--- src/rtl/mem_stage_pkg.sv ---
// Shared widths, stall encoding, load_op codes and bus layouts for the MEM stage.
package mem_stage_pkg;

    localparam int unsigned EX_TO_MEM_WD = 142;
    localparam int unsigned MEM_TO_WB_WD = 136;
    localparam int unsigned MEM_TO_ID_WD = 104;

    localparam logic STOP    = 1'b1;
    localparam logic NO_STOP = 1'b0;

    localparam logic [2:0] LOAD_NONE = 3'd0;
    localparam logic [2:0] LOAD_LB   = 3'd1;
    localparam logic [2:0] LOAD_LBU  = 3'd2;
    localparam logic [2:0] LOAD_LH   = 3'd3;
    localparam logic [2:0] LOAD_LHU  = 3'd4;
    localparam logic [2:0] LOAD_LW   = 3'd5;

    typedef struct packed {
        logic        hi_we;
        logic [31:0] hi_i;
        logic        lo_we;
        logic [31:0] lo_i;
        logic [31:0] pc;
        logic        mem_ren;
        logic [2:0]  load_op;
        logic [1:0]  addr_lo;
        logic        rf_we;
        logic [4:0]  rf_waddr;
        logic [31:0] ex_result;
    } ex_to_mem_t;

    typedef struct packed {
        logic        hi_we;
        logic [31:0] hi_i;
        logic        lo_we;
        logic [31:0] lo_i;
        logic [31:0] pc;
        logic        rf_we;
        logic [4:0]  rf_waddr;
        logic [31:0] rf_wdata;
    } mem_to_wb_t;

    typedef struct packed {
        logic        hi_we;
        logic [31:0] hi_i;
        logic        lo_we;
        logic [31:0] lo_i;
        logic        rf_we;
        logic [4:0]  rf_waddr;
        logic [31:0] rf_wdata;
    } mem_to_id_t;

    // Codes 0, 6 and 7 are not loads.
    function automatic logic is_load_op(input logic [2:0] op);
        return (op >= LOAD_LB) && (op <= LOAD_LW);
    endfunction

endpackage

--- src/rtl/mem_stage_load_align.sv ---
// Little-endian byte/halfword lane select with sign or zero extension for loads.
module mem_stage_load_align
    import mem_stage_pkg::*;
(
    input  logic [2:0]  load_op_i,
    input  logic [1:0]  addr_lo_i,
    input  logic [31:0] rdata_i,
    output logic        is_load_o,
    output logic [31:0] result_o
);

    logic [7:0]  byte_sel;
    logic [15:0] half_sel;

    always_comb begin
        byte_sel = rdata_i[7:0];
        unique case (addr_lo_i)
            2'd0: byte_sel = rdata_i[7:0];
            2'd1: byte_sel = rdata_i[15:8];
            2'd2: byte_sel = rdata_i[23:16];
            2'd3: byte_sel = rdata_i[31:24];
            default: byte_sel = rdata_i[7:0];
        endcase
    end

    // Halfword lane ignores addr_lo[0]; misalignment is trapped upstream.
    assign half_sel = addr_lo_i[1] ? rdata_i[31:16] : rdata_i[15:0];

    always_comb begin
        result_o = 32'h0;
        case (load_op_i)
            LOAD_LB:  result_o = {{24{byte_sel[7]}}, byte_sel};
            LOAD_LBU: result_o = {24'h0, byte_sel};
            LOAD_LH:  result_o = {{16{half_sel[15]}}, half_sel};
            LOAD_LHU: result_o = {16'h0, half_sel};
            LOAD_LW:  result_o = rdata_i;
            default:  result_o = 32'h0;
        endcase
    end

    assign is_load_o = is_load_op(load_op_i);

endmodule

--- src/rtl/mem_stage.sv ---
// MIPS MEM stage: EX->MEM pipeline register, stall-safe read-data hold, load alignment,
// and the MEM->WB / MEM->ID buses.
module mem_stage
    import mem_stage_pkg::*;
#(
    parameter int unsigned StallBus = 6
) (
    input  logic                    clk,
    input  logic                    rst,
    input  logic [StallBus-1:0]     stall,
    input  logic [EX_TO_MEM_WD-1:0] ex_to_mem_bus,
    input  logic [31:0]             data_sram_rdata,
    output logic [MEM_TO_WB_WD-1:0] mem_to_wb_bus,
    output logic [MEM_TO_ID_WD-1:0] mem_to_id_bus
);

    ex_to_mem_t  ex_to_mem_q, ex_to_mem_d;
    logic [31:0] hold_data_q, hold_data_d;
    logic        hold_vld_q, hold_vld_d;

    logic        mem_stop;
    logic        wb_stop;
    logic        unused_stall;

    assign mem_stop     = (stall[3] == STOP);
    assign wb_stop      = (stall[4] == STOP);
    assign unused_stall = ^stall;

    always_comb begin
        ex_to_mem_d = ex_to_mem_q;
        if (mem_stop && !wb_stop) begin
            // WB drains while MEM is frozen: feed it a bubble.
            ex_to_mem_d = '0;
        end else if (!mem_stop) begin
            ex_to_mem_d = ex_to_mem_t'(ex_to_mem_bus);
        end
    end

    // SRAM output is only valid for one cycle; latch it on the first frozen edge.
    always_comb begin
        hold_data_d = hold_data_q;
        hold_vld_d  = hold_vld_q;
        if (mem_stop && !hold_vld_q) begin
            hold_data_d = data_sram_rdata;
            hold_vld_d  = 1'b1;
        end else if (!mem_stop) begin
            hold_vld_d  = 1'b0;
        end
    end

    always_ff @(posedge clk or negedge rst) begin
        if (!rst) begin
            ex_to_mem_q <= '0;
            hold_data_q <= 32'h0;
            hold_vld_q  <= 1'b0;
        end else begin
            ex_to_mem_q <= ex_to_mem_d;
            hold_data_q <= hold_data_d;
            hold_vld_q  <= hold_vld_d;
        end
    end

    logic [31:0] eff_rdata;
    logic        align_is_load;
    logic [31:0] align_result;
    logic [31:0] rf_wdata;

    assign eff_rdata = hold_vld_q ? hold_data_q : data_sram_rdata;

    mem_stage_load_align u_load_align (
        .load_op_i (ex_to_mem_q.load_op),
        .addr_lo_i (ex_to_mem_q.addr_lo),
        .rdata_i   (eff_rdata),
        .is_load_o (align_is_load),
        .result_o  (align_result)
    );

    assign rf_wdata = (ex_to_mem_q.mem_ren && align_is_load) ? align_result
                                                             : ex_to_mem_q.ex_result;

    mem_to_wb_t wb;
    mem_to_id_t id;

    always_comb begin
        wb.hi_we    = ex_to_mem_q.hi_we;
        wb.hi_i     = ex_to_mem_q.hi_i;
        wb.lo_we    = ex_to_mem_q.lo_we;
        wb.lo_i     = ex_to_mem_q.lo_i;
        wb.pc       = ex_to_mem_q.pc;
        wb.rf_we    = ex_to_mem_q.rf_we;
        wb.rf_waddr = ex_to_mem_q.rf_waddr;
        wb.rf_wdata = rf_wdata;

        id.hi_we    = ex_to_mem_q.hi_we;
        id.hi_i     = ex_to_mem_q.hi_i;
        id.lo_we    = ex_to_mem_q.lo_we;
        id.lo_i     = ex_to_mem_q.lo_i;
        id.rf_we    = ex_to_mem_q.rf_we;
        id.rf_waddr = ex_to_mem_q.rf_waddr;
        id.rf_wdata = rf_wdata;
    end

    assign mem_to_wb_bus = wb;
    assign mem_to_id_bus = id;

endmodule

--- config.mk ---
export PLATFORM = sky130hd
export DESIGN_NAME = mem_stage
export DESIGN_NICKNAME = d
export VERILOG_FILES = /design/src/rtl/mem_stage_pkg.sv /design/src/rtl/mem_stage_load_align.sv /design/src/rtl/mem_stage.sv
export SDC_FILE = /design/constraint.sdc
export NUM_CORES = 1
export LEC_CHECK = 0
export BUFFER_PORTS_ARGS = -buffer_cell sky130_fd_sc_hd__buf_2
export CAP_MARGIN = 15
export CORE_AREA = 4 4 162 164
export CTS_BUF_LIST = sky130_fd_sc_hd__clkbuf_4
export CTS_CLUSTER_DIAMETER = 50
export CTS_CLUSTER_SIZE = 20
export DETAILED_ROUTE_END_ITERATION = 6
export DIE_AREA = 0 0 166 168
export PLACE_DENSITY = 0.72
export SYNTH_ARGS = -nofsm -noshare
export SYNTH_HDL_FRONTEND = slang
export SYNTH_SLANG_ARGS = --single-unit
--- constraint.sdc ---
create_clock -name clk -period 6.2 [get_ports clk]
set_clock_uncertainty 0.05 [all_clocks]
set_input_delay 1.86 -clock clk [delete_from_list [all_inputs] [get_ports clk]]
set_output_delay 1.86 -clock clk [all_outputs]
set_load 0.03 [all_outputs]
==> out/metrics.cfg, run 1 <==
[sta]
post-route-period-util_pct=90.51
slew_headroom_pct=28.14
finalHoldViolCount=0
final-setup-viol-count=0
finalSetupTns_ns=0
worst_pin_slew_ns=1.078
rsz0062_at_grt=false
period_needed_ns=5.611
hold_ws_ns=0.4437
max_freq_ghz=0.1782
fin_ws_ns=0.5887
drv_slew=0

[power_and_ir_drop]
powerDensity_nw_per_um2=262.0
p_leak_nw=5.841
p_clk_share_pct=26.4
p_total_mw=2.812
p_switching_mw=1.028
swShare_pct=36.57
cellInternalPower_mw=1.783
ir_drop_mv=0.1033
p_seq_share_pct=46.5
combPwrFrac_pct=27.1

[finish]
postLayoutCoreUtil_pct=43.12
drive_gt1_share_pct=43.66
final-seq-area_um2=4379
multiInputGateArea_um2=2924
nets=1395
fill_cells=2482
areaGrowthSynthToFinish_pct=11.34

[placement]
dp_hpwl_um=19860
port_buffers=417
place_ws_ns=0.6133
place_congestion=0.9002

[die]
die_area_um2=27890
fp-row-count=58
initial_core_util_pct=38.73
die_height_um=168
core-area_um2=24890
die_x_um=166
pin_count=422

[yosys]
ys_ff_latch=175
synth_fp_nets=1218
synth_edf_count=0
synth_area_um2=9639
synth_compound_area_share_pct=12.21
ys.flop_type=dfrtp_1
synth_common_cells=buf_4 (208), dfrtp_1 (175), o21ai_0 (150), inv_1 (144), nand2_1 (108)
syn_inst=1034
synth-seq-area-share_pct=45.43
async_flop_share_pct=100.0
yosysWarnings=0
synth_largest_type_area_fraction_pct=45.43
synth_top_family_by_area=buffers and inverters
synthSimpleGateAreaFrac_pct=7.671
netlist.top_cell.by_area=dfrtp_1
synth_area_leaders=dfrtp_1 (45%), buf_4 (16%), o21ai_0 (7.8%)
synth-xor-area-share_pct=0.09086
yosysUniqueCellTypes=36
synth_most_common_cell=buf_4
yosys.area_share.adder_pct=0.2596
avgSynthCellArea_um2=9.322
synthMuxAreaShare_pct=10.07

[routing]
drc=0
routed_wirelength_um=26590
via_per_inst=4.743
ant_nets=0
drt_iter0_drc=441
dr.pass1.iters=5
detail_route.wl_per_cell_um=17.10
vias=7375

[critical_path]
critPathLaunchType=input pin
path_max_fanout=8
endpoint_kind=output port
critical_path_class=input pin to output port
required_ns=4.29
worstPathArrival_ns=3.70

[global_route]
gr-usage-all-layers_pct=18.41
grt_pass1_vias=7322
grt_pass1_wl_um=41300
antenna_found_initial=2
grt_start_max_net_pins=101
overflow=0

[clock_network]
postCtsResizedCells=0
hold_buffers=0
clkTransAtPathRegs_ns=0.15
clockRootBuffer=clkbuf_4
cts_htree_levels=4
cts_tree=done
numCtsBuffers=17
cts.sinks=175
post_cts_buffers=0
insertion_delay_ns=0.55
cts_buffer_depth=2

[hold_path]
hp-class=flip-flop to flip-flop

[outcome]
status=complete, no violations

[run]
drv_cap=0

cell usage in the layout, fill, tap and decap left out, types with 6 or more instances in the layout:
| cell type | Yosys | routed |
|---|---|---|
| inv_1 | 144 | 144 |
| a22oi_1 | 17 | 17 |
| dfrtp_1 | 175 | 175 |
| mux4_2 | 9 | 9 |
| o21ai_0 | 150 | 150 |
| a32oi_1 | 6 | 6 |
| a221o_1 | 16 | 16 |
| mux2_2 | 66 | 66 |
| buf_2 | 2 | 415 |
| clkbuf_4 | 0 | 18 |
| nand3_1 | 50 | 50 |
| nand2_1 | 108 | 108 |
| buf_4 | 208 | 6 |
power groups by stage:
| stage | registers [mW] | logic, mW | clock network [mW] |
|---|---|---|---|
| after global routing | 1.32 | 0.814 | 0.822 |
| after global placement | 1.32 | 0.757 | 0 |
| after detailed placement | 1.33 | 0.767 | 0 |
| final | 1.31 | 0.761 | 0.742 |
| after floorplan | 1.30 | 0.651 | 0 |
| after CTS | 1.31 | 0.767 | 0.777 |
through the flow:
stage / instance area (µm²) / std cells
2_1_floorplan: 9639 / 1034
3_3_place_gp: 10410 / 1522
3_5_place_dp: 10410 / 1522
4_1_cts: 10730 / 1553
5_1_grt: 10730 / 1555
6_report: 10730 / 1555
state kept, by name, indices dropped and copies added, names as in the netlist:
| register | count |
|---|---|
| ex_to_mem_q | 38 |
| hold_data_q | 32 |
| mem_to_wb_bus | 32 |
| mem_to_id_bus | 72 |
| hold_vld_q | 1 |
layout make-up:
| type | instances | area share (%) |
|---|---|---|
| clock inverter | 13 | 1.667 |
| multi-input combinational | 449 | 27.24 |
| inverter | 145 | 5.071 |
| tap | 330 | 3.847 |
| antenna | 2 | 0.04663 |
| sequential | 175 | 40.80 |
| clock buffer | 18 | 1.259 |
| timing repair buffer | 423 | 20.06 |
critical path, cell delays in order:
cell and delay [ns]:
buf_2 0.12, mux4_2 0.50, mux2_4 0.30, nand2_1 0.24, o311ai_0 0.38, buf_2 0.30
logic make-up (layout without fill, tap and decap cells):
group | after synthesis | in the layout
muxes | 77 | 77
DFF | 175 | 175
adders and majority gates | 2 | 2
AOI/OAI and AO/OA | 197 | 197
xor gates and xnor gates | 1 | 1
other | 0 | 2
buffers and inverters | 410 | 599
and+or+nand+nor | 172 | 172
path summary, 6_finish.rpt:
check | end | from | cells after the start | slack [ns]
max | mem_to_wb_bus[14] | data_sram_rdata[15] | 6 | 0.59
min | mem_to_wb_bus[49] | mem_to_wb_bus[49] | 2 | 0.44
max reg2reg | hold_data_q[15] | hold_vld_q | 4 | 3.35
min reg2reg | mem_to_wb_bus[49] | mem_to_wb_bus[49] | 2 | 0.44
max in group asynchronous | mem_to_id_bus[46] | rst | 2 | 3.85
min in group asynchronous | hold_data_q[18] | rst | 1 | 1.23
layer usage:
layer,GRT usage (%),up-vias,wire [µm]
li1,-,3495,-
met1,24.83,3549,11440
met2,30.20,317,12970
met3,4.508,14,1916
met4,4.340,0,259
met5,0,-,0
Note: power is estimated with default switching activity, not from simulation.
==> run 2, diff against run 1 <==
--- a/config.mk
+++ b/config.mk
@@ -5,7 +5,7 @@
 export SDC_FILE = /design/constraint.sdc
 export NUM_CORES = 1
 export LEC_CHECK = 0
-export BUFFER_PORTS_ARGS = -buffer_cell sky130_fd_sc_hd__buf_2
+export BUFFER_PORTS_ARGS = -buffer_cell sky130_fd_sc_hd__clkbuf_2
 export CAP_MARGIN = 15
 export CORE_AREA = 4 4 162 164
 export CTS_BUF_LIST = sky130_fd_sc_hd__clkbuf_4
==> run 2 against run 1 <==
Against the previous run: maximum frequency increased by 0.27%; sequential cell count did not move; clock-buffer cell count is the same; critical path depth is the same; combinational power about the same; cell count hardly changed; wire length fell by 2.3%.
==> out/metrics.cfg, run 2 (synthesis results as in run 1) <==
[sta]
finalHoldViolCount=0
fin_ws_ns=0.6036
worst_pin_slew_ns=1.101
final-setup-viol-count=0
max_freq_ghz=0.1787
rsz0062_at_grt=false
drv_slew=0
period_needed_ns=5.596
post-route-period-util_pct=90.27
slew_headroom_pct=26.57
finalSetupTns_ns=0

[critical_path]
slowest_delay_ns=0.51
critPathLaunchType=input pin
cp_slowest_cell=mux4_2
path_delay_family=multiplexers
critPathMostFrequentCell=clkbuf_2
worstPathArrival_ns=3.69
endpoint_kind=output port
path_buf_inv=2
path_cells=clkbuf_2 -> mux4_2 -> mux2_4 -> a32o_2 -> a221o_1 -> clkbuf_2
critical_path_class=input pin to output port
reg2reg_slack_ns=3.64
required_ns=4.29
path_max_fanout=16

[placement]
place_ws_ns=0.6123
dp_hpwl_um=19660
port_buffers=417
place_congestion=0.8856

[global_route]
grt_start_max_net_pins=115
overflow=0
gr-usage-all-layers_pct=18.02
met3_usage_pct=5.541
grt_pass1_vias=7250
gr-max-usage-layer=met2
grt_pass1_wl_um=40260
use_met1_pct=24.03
met2_usage_pct=28.82
antenna_found_initial=3

[power_and_ir_drop]
ir_drop_mv=0.1021
powerDensity_nw_per_um2=260.3
p_leak_nw=5.827
p_total_mw=2.798

[routing]
drc=0
drt_iter0_drc=505
via_per_inst=4.771
detail_route.wl_per_cell_um=16.69
dr.pass1.iters=5
ant_nets=0
routed_wirelength_um=25970
vias=7424

[die]
pin_count=422
die_height_um=168
die_area_um2=27890
core-area_um2=24890
die_x_um=166
initial_core_util_pct=38.73
fp-row-count=58

[clock_network]
insertion_delay_ns=0.55
cts_htree_levels=4
clockRootBuffer=clkbuf_4
cts.sinks=175
cts_buffer_depth=2
cts_tree=done
clkTransAtPathRegs_ns=0.16
postCtsResizedCells=0
numCtsBuffers=17
post_cts_buffers=0
hold_buffers=0

[outcome]
status=complete, no violations

[finish]
largest_reg_flops=72
fill_cells=2450
final-seq-area_um2=4379
drive_gt1_share_pct=43.79
nets=1395
layout_commonest_cell=clkbuf_2
multiInputGateArea_um2=2924
postLayoutCoreUtil_pct=43.18
areaGrowthSynthToFinish_pct=11.51
mostFrequentLayoutCells=clkbuf_2 (415), dfrtp_1 (175), o21ai_0 (150)

[hold_path]
hp-class=flip-flop to flip-flop

[run]
drv_cap=0

==> run 2: cell type report <==
type	instances	area share (%)
well taps	330	3.841
flip-flops and latches	175	40.74
inverters	145	5.063
repair buffers	423	20.03
diodes	2	0.04656
clock inverters	14	1.816
clock buffers	18	1.257
multi-input cells	449	27.20
==> run 2: worst paths after layout <==
kind	from	end	cells past startpoint
worst max-delay path	data_sram_rdata[31]	mem_to_wb_bus[26]	6
worst min-delay path	mem_to_wb_bus[42]	mem_to_wb_bus[42]	2
worst max register to register	hold_vld_q	hold_data_q[15]	4
worst min register to register	mem_to_wb_bus[42]	mem_to_wb_bus[42]	2
max in group asynchronous	rst	mem_to_id_bus[46]	2
min in group asynchronous	rst	hold_data_q[18]	1
==> run 2: per-stage QoR <==
| stage | hold slack (ns) | instance area, µm² | std cells |
|---|---|---|---|
| final | 0.4498 | 10750 | 1556 |
| after global routing | 0.4847 | 10750 | 1556 |
| after CTS | 0.4551 | 10740 | 1554 |
| after detailed placement | 0.4195 | 10410 | 1522 |
| after global placement | 0.4109 | 10410 | 1522 |
| after floorplan | 0.4003 | 9639 | 1034 |
==> run 2: routing by layer <==
layer	vias up	wire [µm]	part of all wire (%)
met1	3551	11080	43
li1	3498	-	-
met2	348	12340	48
met4	2	361	1.4
met3	25	2169	8.4
met5	-	13	0.050
==> run 2: worst register-to-register path, cell delays in order, from the launching register on <==
cell,delay (ns)
dfrtp_1,0.86
buf_4,0.39
nand2b_1,0.36
buf_4,0.40
mux2_2,0.39
==> run 2: power breakdown <==
group          internal [mW]  switching (mW)
Combinational          0.247           0.512
Sequential              1.24          0.0714
Clock                  0.268           0.461
Total                   1.75            1.04
==> run 3, diff against run 2 <==
==> constraint.sdc (replaced) <==
create_clock -name clk -period 6.44 [get_ports clk]
set_clock_uncertainty 0.05 [all_clocks]
set_input_delay 1.932 -clock clk [delete_from_list [all_inputs] [get_ports clk]]
set_output_delay 1.932 -clock clk [all_outputs]
set_load 0.03 [all_outputs]
==> run 3 against run 2 <==
Against the previous run: clock-buffer cell count shrank 1; total power down 5.1%; non-clock buffer count fell by 1; global-route usage up 0.15 points; sequential power shrank 4%; critical path depth unchanged; clock power shrank 9.2%; largest power group unchanged; hold slack better by 0.0086 ns; combinational power shrank 3.7%; via count shrank 1.7%; setup slack improved by 0.093 ns; sequential cell count stayed put.
==> out/metrics.cfg, run 3 (synthesis results as in run 1) <==
[placement]
port_buffers=417
place_congestion=0.8829
dp_hpwl_um=19630

[critical_path]
reg2reg_depth=3
path_cells=clkbuf_2 -> mux4_2 -> mux2_4 -> a32o_2 -> a221o_1 -> clkbuf_2
path_max_fanout=16
critPathMostFrequentCell=clkbuf_2
critPathLaunchType=input pin
cp_slowest_cell=mux4_2
endpoint_kind=output port
path_buf_inv=2
critical_path.startpoint=data_sram_rdata[31]
critical_path_class=input pin to output port
worstPathArrival_ns=3.76
slowest_delay_ns=0.51
path_delay_family=multiplexers
reg2reg_slack_ns=4.42
r2r-start=hold_vld_q
required_ns=4.46
reg2reg_to=hold_data_q[22]

[die]
die_x_um=166
pin_count=422
initial_core_util_pct=38.73
core-area_um2=24890
die_height_um=168
fp-row-count=58
die_area_um2=27890

[sta]
drv_slew=0
finalSetupTns_ns=0
rsz0062_at_grt=false
post-route-period-util_pct=89.18
max_freq_ghz=0.1741
worst_pin_slew_ns=1.150
finalHoldViolCount=0
period_needed_ns=5.743
final-setup-viol-count=0
slew_headroom_pct=23.34

[clock_network]
clkTransAtPathRegs_ns=0.17
insertion_delay_ns=0.55
postCtsResizedCells=0
cts_htree_levels=4
post_cts_buffers=0
cts_tree=done
clockRootBuffer=clkbuf_4
cts_buffer_depth=2
hold_buffers=0
numCtsBuffers=17
cts.sinks=175

[finish]
mostFrequentLayoutCells=clkbuf_2 (415), dfrtp_1 (175), o21ai_0 (150)
nets=1394
areaGrowthSynthToFinish_pct=11.10
layout_commonest_cell=clkbuf_2
drive_gt1_share_pct=43.58
largest_reg_flops=72
postLayoutCoreUtil_pct=43.02

[routing]
drt_iter0_drc=522
via_per_inst=4.693
dr.pass1.iters=5
vias=7297
drc=0
routed_wirelength_um=26080
detail_route.wl_per_cell_um=16.77
ant_nets=0

[global_route]
grt_pass1_wl_um=40870
antenna_found_initial=3
overflow=0
grt_pass1_vias=7234
grt_start_max_net_pins=106
gr-usage-all-layers_pct=18.17

[run]
drv_cap=0

[hold_path]
hp-class=flip-flop to flip-flop
hold_depth=2
hold_end=mem_to_wb_bus[56]
hold_start=mem_to_wb_bus[56]

[outcome]
status=complete, no violations

[power_and_ir_drop]
ir_drop_mv=0.08961
p_total_mw=2.654
powerDensity_nw_per_um2=247.8
p_leak_nw=5.807

## run 3: changes by cell type in the layout (fill, tap and decap cells not counted)
| cell | change |
|---|---|
| clkinv_4 | -1 |
| clkinv_8 | -1 |
| buf_4 | -1 |
| inv_8 | +2 |
| clkinv_1 | +2 |
| clkbuf_4 | -1 |
| bufinv_16 | -1 |
## run 3: how the worst max path moves through the flow
stage,endpoint,slack [ns],cells after the start
6_report,mem_to_wb_bus[31],0.70,6
3_5_place_dp,mem_to_wb_bus[14],0.72,6
3_3_place_gp,mem_to_wb_bus[31],0.73,6
5_1_grt,mem_to_id_bus[14],0.61,6
2_1_floorplan,mem_to_wb_bus[14],0.56,5
4_1_cts,mem_to_wb_bus[31],0.72,6
## run 3: final cells by class
class / count / area, µm²
inverter: 145 / 544.3
sequential: 175 / 4379
fill: 2483 / 14180
clock buffer: 17 / 127.6
multi-input combinational: 449 / 2924
clock inverter: 15 / 170.2
antenna: 2 / 5.005
timing repair buffer: 422 / 2146
tap: 330 / 412.9
## run 3: worst register-to-register path: cells and delay by family, from the launching register on
kind	cells	cell delay [ns]
and+or+nand+nor	1	0.19
muxes	1	0.40
DFF	1	0.89
buffers and inverters	1	0.39
## run 3: report_power, final
group	switching [mW]	total, mW	internal, mW
clock network	0.448	0.662	0.214
logic	0.492	0.730	0.237
registers	0.0701	1.26	1.19
## run 3: routing by layer
layer	part of all wire [%]	GRT usage, %	wire length, µm
met5	0.081	0	21
met3	9.0	5.870	2341
met1	42	24.16	10900
met4	1.1	3.623	279
met2	48	29.44	12540
## run 3: stage by stage
stage / setup WS (ns) / hold WS [ns] / cell area [µm²] / instances
floorplan: 0.5571 / 0.4003 / 9639 / 1034
global placement: 0.7313 / 0.4108 / 10410 / 1521
detailed placement: 0.7228 / 0.4247 / 10410 / 1521
CTS: 0.7165 / 0.4637 / 10700 / 1553
global route: 0.6096 / 0.4820 / 10710 / 1555
finish: 0.6969 / 0.4584 / 10710 / 1555
